### config.mk
export PLATFORM = sky130hd
export DESIGN_NAME = muldiv_unit_flat
export DESIGN_NICKNAME = d
export VERILOG_FILES = /design/src/rtl/muldiv_if.sv /design/src/rtl/muldiv_unit.sv /design/src/flat_wrapper.sv
export SDC_FILE = /design/constraint.sdc
export NUM_CORES = 1
export LEC_CHECK = 0
export CAP_MARGIN = 10
export CORE_ASPECT_RATIO = 0.6
export CORE_MARGIN = 1
export CORE_UTILIZATION = 30
export DETAILED_ROUTE_END_ITERATION = 7
export SLEW_MARGIN = 20
export SYNTH_ARGS = -nofsm -noshare
export SYNTH_HDL_FRONTEND = slang
export SYNTH_SLANG_ARGS = --single-unit
### constraint.sdc
create_clock -name clk -period 10.5 [get_ports clk]
set_input_delay 2.1 -clock clk [delete_from_list [all_inputs] [get_ports clk]]
set_output_delay 2.1 -clock clk [all_outputs]
set_load 0.02 [all_outputs]
### src/rtl/muldiv_if.sv
// muldiv_if: request/response bundle between the issue logic and muldiv_unit.
// Under MULDIV_SIGNED_EN the op field widens to carry the signed operations.
interface muldiv_if #(
    parameter int BUS_WIDTH = 32
);
    logic                 start;
`ifdef MULDIV_SIGNED_EN
    logic [2:0]           op;
`else
    logic [1:0]           op;
`endif
    logic [BUS_WIDTH-1:0] operandA;
    logic [BUS_WIDTH-1:0] operandB;
    logic [4:0]           destReg;
    logic                 busy;
    logic                 done;
    logic [BUS_WIDTH-1:0] result;
    logic [4:0]           writeReg;
    logic                 write;

    modport master (
        output start, op, operandA, operandB, destReg,
        input  busy, done, result, writeReg, write
    );

    modport slave (
        input  start, op, operandA, operandB, destReg,
        output busy, done, result, writeReg, write
    );
endinterface

### src/rtl/muldiv_unit.sv
// muldiv_unit: iterative RV32 multiply/divide, one bit per clock.
// Define MULDIV_SIGNED_EN to add MULH/MULHSU/DIV/REM via sign-magnitude wrapping.
module muldiv_unit #(
    parameter int BUS_WIDTH = 32
) (
    input logic     clk,
    input logic     rst,
    muldiv_if.slave bus
);
    localparam int W  = BUS_WIDTH;
    localparam int CW = $clog2(W);
`ifdef MULDIV_SIGNED_EN
    localparam int OPW = 3;
`else
    localparam int OPW = 2;
`endif

    typedef enum logic [1:0] {IDLE, RUN, DONE} state_t;

    state_t         state;
    logic [OPW-1:0] op_q;
    logic [W-1:0]   b_q;
    logic [W-1:0]   hi;
    logic [W-1:0]   lo;
    logic [CW-1:0]  cnt;
    logic           is_div;
    logic           hi_sel;
    logic [W:0]     sum;
    logic [W:0]     shifted;
    logic [W:0]     diff;
    logic [W-1:0]   hi_n;
    logic [W-1:0]   lo_n;
    logic [W-1:0]   res_hi;
    logic [W-1:0]   res_lo;
    logic [W-1:0]   res_n;
    logic [W-1:0]   a_mag;
    logic [W-1:0]   b_mag;
`ifdef MULDIV_SIGNED_EN
    logic           sa;
    logic           sb;
    logic           neg_q;
    logic           neg_r;
    logic           neg_q_in;
    logic           neg_r_in;
`endif

    assign is_div = op_q[1];

    // Operand conditioning at accept: magnitudes plus result-sign flags.
    always_comb begin
        a_mag = bus.operandA;
        b_mag = bus.operandB;
`ifdef MULDIV_SIGNED_EN
        sa = bus.op[2] & bus.operandA[W-1];
        sb = bus.op[2] & (bus.op[1:0] != 2'b01) & bus.operandB[W-1];
        if (sa) a_mag = -bus.operandA;
        if (sb) b_mag = -bus.operandB;
        neg_q_in = sa ^ sb;
        if (bus.op[1] && bus.operandB == '0) neg_q_in = 1'b0;
        neg_r_in = sa & bus.op[1];
`endif
    end

    // hi:lo is the product (mul) or remainder:quotient (div).
    always_comb begin
        sum     = {1'b0, hi} + (lo[0] ? {1'b0, b_q} : '0);
        shifted = {hi, lo[W-1]};
        diff    = shifted - {1'b0, b_q};
        if (is_div) begin
            if (!diff[W]) begin
                hi_n = diff[W-1:0];
                lo_n = {lo[W-2:0], 1'b1};
            end else begin
                hi_n = shifted[W-1:0];
                lo_n = {lo[W-2:0], 1'b0};
            end
        end else begin
            hi_n = sum[W:1];
            lo_n = {sum[0], lo[W-1:1]};
        end
    end

    always_comb begin
        res_hi = hi_n;
        res_lo = lo_n;
`ifdef MULDIV_SIGNED_EN
        if (is_div) begin
            if (neg_q) res_lo = -lo_n;
            if (neg_r) res_hi = -hi_n;
        end else if (neg_q) begin
            {res_hi, res_lo} = -{hi_n, lo_n};
        end
        hi_sel = op_q[1] ? op_q[0] : (op_q[0] | op_q[2]);
`else
        hi_sel = op_q[0];
`endif
        res_n = hi_sel ? res_hi : res_lo;
    end

    always_ff @(posedge clk) begin
        if (rst) begin
            state        <= IDLE;
            op_q         <= '0;
            b_q          <= '0;
            hi           <= '0;
            lo           <= '0;
            cnt          <= '0;
            bus.busy     <= 1'b0;
            bus.done     <= 1'b0;
            bus.write    <= 1'b0;
            bus.result   <= '0;
            bus.writeReg <= '0;
`ifdef MULDIV_SIGNED_EN
            neg_q        <= 1'b0;
            neg_r        <= 1'b0;
`endif
        end else begin
            unique case (state)
                IDLE: begin
                    if (bus.start) begin
                        state        <= RUN;
                        op_q         <= bus.op;
                        b_q          <= b_mag;
                        hi           <= '0;
                        lo           <= a_mag;
                        cnt          <= '0;
                        bus.writeReg <= bus.destReg;
                        bus.busy     <= 1'b1;
`ifdef MULDIV_SIGNED_EN
                        neg_q        <= neg_q_in;
                        neg_r        <= neg_r_in;
`endif
                    end
                end
                RUN: begin
                    hi  <= hi_n;
                    lo  <= lo_n;
                    cnt <= cnt + 1'b1;
                    if (cnt == CW'(W - 1)) begin
                        state      <= DONE;
                        bus.result <= res_n;
                        bus.done   <= 1'b1;
                        bus.write  <= (bus.writeReg != 5'd0);
                    end
                end
                DONE: begin
                    state     <= IDLE;
                    bus.busy  <= 1'b0;
                    bus.done  <= 1'b0;
                    bus.write <= 1'b0;
                end
                default: state <= IDLE;
            endcase
        end
    end
endmodule

### src/flat_wrapper.sv
// flat-port wrapper written by rule: the top's interface ports become plain ports
module muldiv_unit_flat 
#(
    parameter int BUS_WIDTH = 32
)
  (clk, rst, bus_start, bus_op, bus_operandA, bus_operandB, bus_destReg, bus_busy, bus_done, bus_result, bus_writeReg, bus_write);
  muldiv_if #(.BUS_WIDTH(BUS_WIDTH)) bus_i ();
  input logic clk;
  input logic rst;
  input wire logic [$bits(bus_i.start)-1:0] bus_start;
  input wire logic [$bits(bus_i.op)-1:0] bus_op;
  input wire logic [$bits(bus_i.operandA)-1:0] bus_operandA;
  input wire logic [$bits(bus_i.operandB)-1:0] bus_operandB;
  input wire logic [$bits(bus_i.destReg)-1:0] bus_destReg;
  output wire logic [$bits(bus_i.busy)-1:0] bus_busy;
  output wire logic [$bits(bus_i.done)-1:0] bus_done;
  output wire logic [$bits(bus_i.result)-1:0] bus_result;
  output wire logic [$bits(bus_i.writeReg)-1:0] bus_writeReg;
  output wire logic [$bits(bus_i.write)-1:0] bus_write;
  assign bus_i.start = bus_start;
  assign bus_i.op = bus_op;
  assign bus_i.operandA = bus_operandA;
  assign bus_i.operandB = bus_operandB;
  assign bus_i.destReg = bus_destReg;
  assign bus_busy = bus_i.busy;
  assign bus_done = bus_i.done;
  assign bus_result = bus_i.result;
  assign bus_writeReg = bus_i.writeReg;
  assign bus_write = bus_i.write;
  muldiv_unit #(.BUS_WIDTH(BUS_WIDTH)) u_core (.clk(clk), .rst(rst), .bus(bus_i));
endmodule
==> results.txt <==
The run finished with clean final reports. In the final timing run, aggregate negative setup slack is 0 ps. The count of clock tree sinks came out at 145.

For the area inside the core boundary, the log shows 33600 sq um. The global routing usage summed across all routing layers came out at 19.3%. Most frequent cell after synthesis: nand2_1. The logs give 2 for the number of buffers on the longest clock path and 4 for the deepest level of the CTS H-tree. At the worst endpoint, the arrival time is 4510 ps. In this run the count of I/O pins placed on the die edge is 114.

Of all flip-flops after synthesis, the portion carrying an async set or reset was 0%. Number of instances in the synthesized netlist: 1348. For this design, the CTS-stage hold fixing added 0 buffers. Measured against its own limit, the worst slew margin works out to 24.9%. The endpoint identified for the worst register-to-register timing path is u_core.bus.result[14]. Yosys printed 0 warnings. The logs give 10126 for the number of vias in the routed layout and 0 for the count of final setup violators. Setup repair after global routing left no endpoint under its margin. The global-route wire length before repair came out at 53200 um. For the largest clock skew in the final design, the log shows 13.5 ps. For the count of TritonRoute iterations in the first routing pass, the log shows 7.

The tools report the starting density of the core as 30.5%. The worst stage delay on the critical path works out to 530 ps. The tools report the beginning of the critical path as u_core.lo[31]. For this run, the number of standard cells in the final layout without fillers is 1879.

Summed over all layers, the global routing overflow is 0. After layout, the design draws a total of 1.64 mW. When the netlist entered floorplanning its net count stood at 1490.

The tools report the number of antenna cells inserted as 0. The mean post-synth cell area works out to 7.61 sq um. The run gives 3538 as the number of filler instances in the final layout. The setup check on the worst reg-to-reg path leaves a slack of 6320 ps.

STA classifies the critical path startpoint as a flop. Sorting the synthesized cells by area gives the leading types as dfxtp_1, ha_1, a21oi_1, nand2_1, mux2i_1. The clock reaches the later pin of the worst-skew pair after 440 ps.

The detail route stage leaves a number of antenna-violating nets equal to 0. The number of stages on the worst hold path is 2, and the row count is 52. End point of the most critical hold path: u_core.bus.result[9].

The library cell with the largest summed area after synthesis was dfxtp_1. Once the clock tree was built, the setup fixing pass inserted 0 buffers. Registers take 2910 sq um. After synthesis the cells add up to 10300 sq um.

The power per cell area is 134 nW/um^2. The final wirelength is 33500 um, and the portion of synthesized cell area occupied by the leading cell type is 28.3%. The tools report the final number of max-transition violations as 0. The kind of capture point of the worst setup path was a flop. Counting I/O delays and the setup requirement, the final critical path takes 4180 ps. The final routed wire length divided by cell count works out to 17.9 um. The total instance count after detailed placement was 1847; the average via count per standard cell was 5.39. The signal on the critical path passes through inv_1 > ha_1 > inv_1 > fa_1 > a21oi_1 > o2bb2ai_1 > a211oi_2 > buf_4 > a2111oi_4 > o31a_2 > o21ai_4 > buf_4 > mux2_2 > a21oi_1 > nand2_1 > a32o_1. Summed over all cells, the static leakage comes to 4.80 nW. Relative to the synthesized area, the layout overhead comes to 19.4%. The total half-perimeter wirelength after legalization and detailed placement is 24200 um.

The worst setup path is of the reg2reg kind. Hold violation total from the final report: 0. Entering global routing, the biggest net connects 85 pins. The slew of the pin with the lowest slew margin works out to 1120 ps.

For this design, the slowest cell found on the critical path is buf_4. The number of synthesized flops with an enable pin came out at 0. The final clock period utilization by the worst path is 39.8%. VDD sags by at most 115 uV. The logs give 833 for the DRC marker count from the first detailed-route iteration and 34900 sq um for the area of the die.

In this run the worst path has a maximum fanout of 40. The number of clock buffers added by TritonCTS is 17. The classification of the worst-slack hold path is reg2reg. Measured along the x axis, the die boundary spans 241 um. The number of cells on the worst reg-to-reg path is 16. The die is 145 um tall. The clock transition at the register clock pins on the worst setup and hold paths after CTS was 60 ps. The tools report the initial antenna violation count as 0. Yosys mapped the design onto 72 distinct sky130hd cell types. The tools report the origin of the critical flop-to-flop path as u_core.lo[31].

The start point of the worst min-delay path is u_core.bus.result[9]. The global placer's final weighted congestion is 0.896. The quantity of gates resized following cts was 0; the number of DRC violations after detailed routing was 0. The tools report the top achievable clock speed as 239 MHz. The multi-input combinational cells in the finished layout cover a total of 6800 sq um. Number of global-route vias before repair: 9581. For the proportion of synthesized chip area in sequential cells, the log shows 28.3%. The top flip-flop cell by instance count after synthesis was dfxtp_1.

Max-cap violations in this run came to 0. The tools report the required time reported for the critical path endpoint as 10830 ps. The cell at the root of the clock tree is clkbuf_16.

For this run, the post-layout net count is 1549. Cells with a size suffix above 1 make up 5.42% of the layout. Sorting the synthesized cells by how often they occur yields nand2_1, a21oi_1, dfxtp_1. After synthesis the netlist holds a flip-flop and latch count of 145. TritonCTS built the clock tree.

Buffers placed on the I/O ports in this run total 113.
worst max-delay path, delay by kind of cell, from the launching register on:
family / cells / cell delay [ps]
mux: 1 / 400
compound gates: 8 / 1640
simple gates: 1 / 80
buf+inv: 4 / 920
flops: 1 / 370
fa+ha+maj: 2 / 620
cells in the final DEF, fill, tap and decap left out, types with 6 or more instances in the layout:
| cell | count |
|---|---|
| a211oi_1 | 22 |
| a21o_1 | 37 |
| a21oi_1 | 155 |
| a221oi_1 | 35 |
| a311oi_1 | 8 |
| a31oi_1 | 15 |
| and2_1 | 44 |
| and3_1 | 14 |
| buf_4 | 15 |
| clkbuf_16 | 17 |
| clkdlybuf4s50_1 | 112 |
| dfxtp_1 | 143 |
| ha_1 | 66 |
| inv_1 | 51 |
| mux2_2 | 7 |
| mux2i_1 | 50 |
| nand2_1 | 173 |
| nand3_1 | 38 |
| nor2_1 | 129 |
| nor3_1 | 24 |
| nor4_1 | 10 |
| o211ai_1 | 11 |
| o21a_1 | 9 |
| o21ai_0 | 55 |
| o21bai_1 | 6 |
| o22ai_1 | 16 |
| xnor2_1 | 34 |
| xor2_1 | 20 |
layout make-up:
cell class | instances | area share (%)
Multi-Input combinational cell | 1064 | 55.6
Sequential cell | 145 | 23.8
Timing Repair Buffer | 127 | 10.1
Tap cell | 459 | 4.69
Clock buffer | 19 | 3.62
Inverter | 52 | 1.59
Clock inverter | 13 | 0.715
layer usage:
layer / up-vias / wire, um / GRT usage (%)
met5: - / 0 / 0
met4: 0 / 553 / 4.71
met3: 39 / 1900 / 3.44
met2: 300 / 14300 / 28.5
met1: 4800 / 16800 / 28.6
li1: 4987 / - / -
cells by family after synthesis:
kind of cell	Yosys count	share of synthesized area (%)
adders and majority gates	68	8.45
xor gates and xnor gates	54	4.61
buffers and inverters	139	5.56
DFF	145	28.3
AOI/OAI and AO/OA	419	26.9
and+or+nand+nor	466	20.5
muxes	57	5.65
registers in the layout (all words and copies together), names as in the netlist:
register and cells:
u_core.lo 32, u_core.state 2, u_core.bus.writeReg 5, u_core.hi 32, u_core.cnt 5, u_core.bus.result 32
u_core.bus.busy 1, u_core.bus.done 1, u_core.op_q 2, u_core.bus.write 1, u_core.b_q 32
per-stage QoR:
| stage | setup slack (ps) | utilization (%) | hold slack, ps | cell area, sq um |
|---|---|---|---|---|
| 3_5_place_dp | 5890 | 34.8 | 448 | 11700 |
| 4_1_cts | 6320 | 36.4 | 461 | 12200 |
| 3_3_place_gp | 5930 | 34.8 | 448 | 11700 |
| 2_1_floorplan | 7140 | - | 429 | 10300 |
| 5_1_grt | 6100 | 36.4 | 473 | 12200 |
| 6_report | 6320 | 36.4 | 457 | 12200 |
report_power, final:
group	leakage (nW)	switching (mW)	total, mW	internal (mW)
sequential	1.18	0.0330	0.609	0.576
clock	0.255	0.260	0.567	0.307
combinational	3.36	0.273	0.461	0.188
how the worst max path moves through the flow:
stage,end,slack [ps],depth (start not counted)
finish,u_core.bus.result[14],6320,16
global route,u_core.bus.result[14],6100,16
CTS,u_core.bus.result[29],6320,13
detailed placement,u_core.lo[18],5890,7
global placement,u_core.lo[13],5930,7
floorplan,u_core.bus.result[29],7140,14
Note: power is estimated with default switching activity, not from simulation.
==> RTL change (same settings) <==
`BUS_WIDTH` is set to 32 in 3 places; all go to 64.
--- a/src/rtl/muldiv_if.sv
+++ b/src/rtl/muldiv_if.sv
@@ -3,3 +3,3 @@
 interface muldiv_if #(
-    parameter int BUS_WIDTH = 32
+    parameter int BUS_WIDTH = 64
 );
--- a/src/rtl/muldiv_unit.sv
+++ b/src/rtl/muldiv_unit.sv
@@ -3,3 +3,3 @@
 module muldiv_unit #(
-    parameter int BUS_WIDTH = 32
+    parameter int BUS_WIDTH = 64
 ) (
--- a/src/flat_wrapper.sv
+++ b/src/flat_wrapper.sv
@@ -3,3 +3,3 @@
 #(
-    parameter int BUS_WIDTH = 32
+    parameter int BUS_WIDTH = 64
 )
Interface: changed (resized bus_operandA, bus_operandB and bus_result); port bits go from 114 to 210. No check against the original RTL was run, so the function may have changed too.
==> RTL change against the unedited design <==
Design area rose by 99%; worst setup slack got worse by 890 ps; critical path depth fell by 3; core utilization fell by 0.68 points; clock skew rose by 11 ps; power rose by 89%; area after synthesis rose by 100%; die area rose by 100%; first-iteration DRC count rose to 2.7 times the old value; sequential cell count rose by 129; wire length rose by 140%; sequential power rose by 87%; final cell count rose by 100%.
==> RTL change: results <==
{
  "r2r_cells": 13,
  "maxCapViolCount": 0,
  "cp_max_fo": 5,
  "synthTopCellsByCount": "nand2_1, a21oi_1, dfxtp_1, nor2_1, clkbuf_1",
  "worstPathArrival_ps": 5600,
  "place_congestion": 0.9497,
  "worstMarginPinSlew_ps": 1194,
  "fin_skew_ps": 24.06,
  "synthTopCellsByArea": "dfxtp_1, a21oi_1, ha_1",
  "cts_buffer_depth": 3,
  "h-tree-depth": 1,
  "grt_pass1_wl_mm": 121.0,
  "ir_drop_uv": 123.7,
  "post_cts_buffers": 0,
  "layout-drive-gt1-share": 0.05066,
  "antenna_found_initial": 3,
  "hpwl_mm": 61.55,
  "ff2ff_setup_slack_ps": 5430,
  "synth_fp_nets": 3059,
  "crit_start": "u_core.b_q[1]$_SDFFE_PP0P_",
  "r2r_end": "u_core.bus.result[53]$_SDFFE_PP0P_",
  "drt-pass1-iter-count": 5,
  "syn_avg_cell_area_sq_um": 7.405,
  "first_global_vias": 19620,
  "hold_path.class": "reg2reg",
  "clk_latency_ps": 600,
  "status": "complete, no violations",
  "grt_use_met2": 0.3349,
  "grt_max_degree": 85,
  "critical_path.endpoint": "u_core.bus.result[53]$_SDFFE_PP0P_",
  "dp_cells": 3743,
  "avgViaCountPerCell": 5.615,
  "synth-seq-area-share": 0.2655,
  "cts_buffers": 28,
  "wl_per_cell_um": 21.21,
  "drtIter0Drc": 2212,
  "netlist-cell-type-count": 87,
  "grt_use_met1": 0.3304,
  "layout.nets": 3130,
  "synth_ff_type": "dfxtp_1",
  "met3_usage": 0.03668,
  "portBuffers": 209,
  "synth_enable_flop_cells": 0,
  "p_leak_uw": 0.009612,
  "instances_no_fill": 3794,
  "grt_usage": 0.2220
}
-- RTL change: cell count changes after synthesis, sizes merged, moves of 38 or more --
cell,before,now
nand4,3,45
a21o,37,75
nor2,131,265
clkbuf,72,152
dfxtp,145,274
inv,51,113
nand2,175,366
a21oi,155,346
ha,66,129
o21ai,56,155
-- RTL change: final cells by class --
type | instances | area, sq um
Clock inverter | 12 | 146.4
Tap cell | 912 | 1141
Inverter | 113 | 424.2
Multi-Input combinational cell | 2212 | 14020
Clock buffer | 39 | 813.3
Sequential cell | 274 | 5492
Fill cell | 7240 | 43750
Timing Repair Buffer | 232 | 2266
-- RTL change: logic make-up after synthesis --
kind of cell	Yosys count	share of synthesized area
compound gates	940	0.2953
mux	104	0.05312
buf+inv	304	0.05851
fa+ha+maj	131	0.08007
flops	274	0.2655
simple gates	925	0.2000
xor+xnor	112	0.04748
-- RTL change: through the flow --
stage	setup WS [ps]	cell area (sq um)	total power, uW	hold WS, ps
after floorplan	6887	20660	1712	439.0
after global routing	5341	24300	3239	476.0
final	5429	24300	3101	459.5
after detailed placement	5647	23340	2006	450.9
after CTS	5642	24300	3101	460.7
after global placement	5639	23340	2009	442.9
-- RTL change: worst max-delay path, stage by stage (launching register included) --
cell	delay (ps)
dfxtp_1	450
inv_1	70
ha_1	260
nor2b_1	170
o211ai_1	470
a211oi_1	260
o41ai_1	1060
o211ai_1	440
a21oi_1	510
xor2_1	230
nor3_1	480
a211oi_1	130
a21oi_1	300
a21bo_2	180
-- RTL change: power by group --
part	leakage, uW	total, uW	switching [uW]	internal, uW
Clock	0.000466	1100	482	614
Combinational	0.00691	864	548	316
Sequential	0.00223	1140	56.0	1080
-- RTL change: worst min-delay path by stage --
stage | from | end | depth (start not counted)
final | u_core.bus.result[38]$_SDFFE_PP0P_ | u_core.bus.result[38]$_SDFFE_PP0P_ | 2
after global routing | u_core.bus.result[38]$_SDFFE_PP0P_ | u_core.bus.result[38]$_SDFFE_PP0P_ | 2
after floorplan | u_core.lo[48]$_SDFFE_PP0P_ | u_core.lo[48]$_SDFFE_PP0P_ | 2
after CTS | u_core.bus.result[38]$_SDFFE_PP0P_ | u_core.bus.result[38]$_SDFFE_PP0P_ | 2
after detailed placement | u_core.bus.result[38]$_SDFFE_PP0P_ | u_core.bus.result[38]$_SDFFE_PP0P_ | 2
after global placement | u_core.bus.result[38]$_SDFFE_PP0P_ | u_core.bus.result[38]$_SDFFE_PP0P_ | 2
-- RTL change: metal layers --
layer | share of wire | vias up
met5 | 0.00022 | -
met4 | 0.017 | 4
met3 | 0.079 | 94
met2 | 0.43 | 814
met1 | 0.48 | 10190
li1 | - | 10200
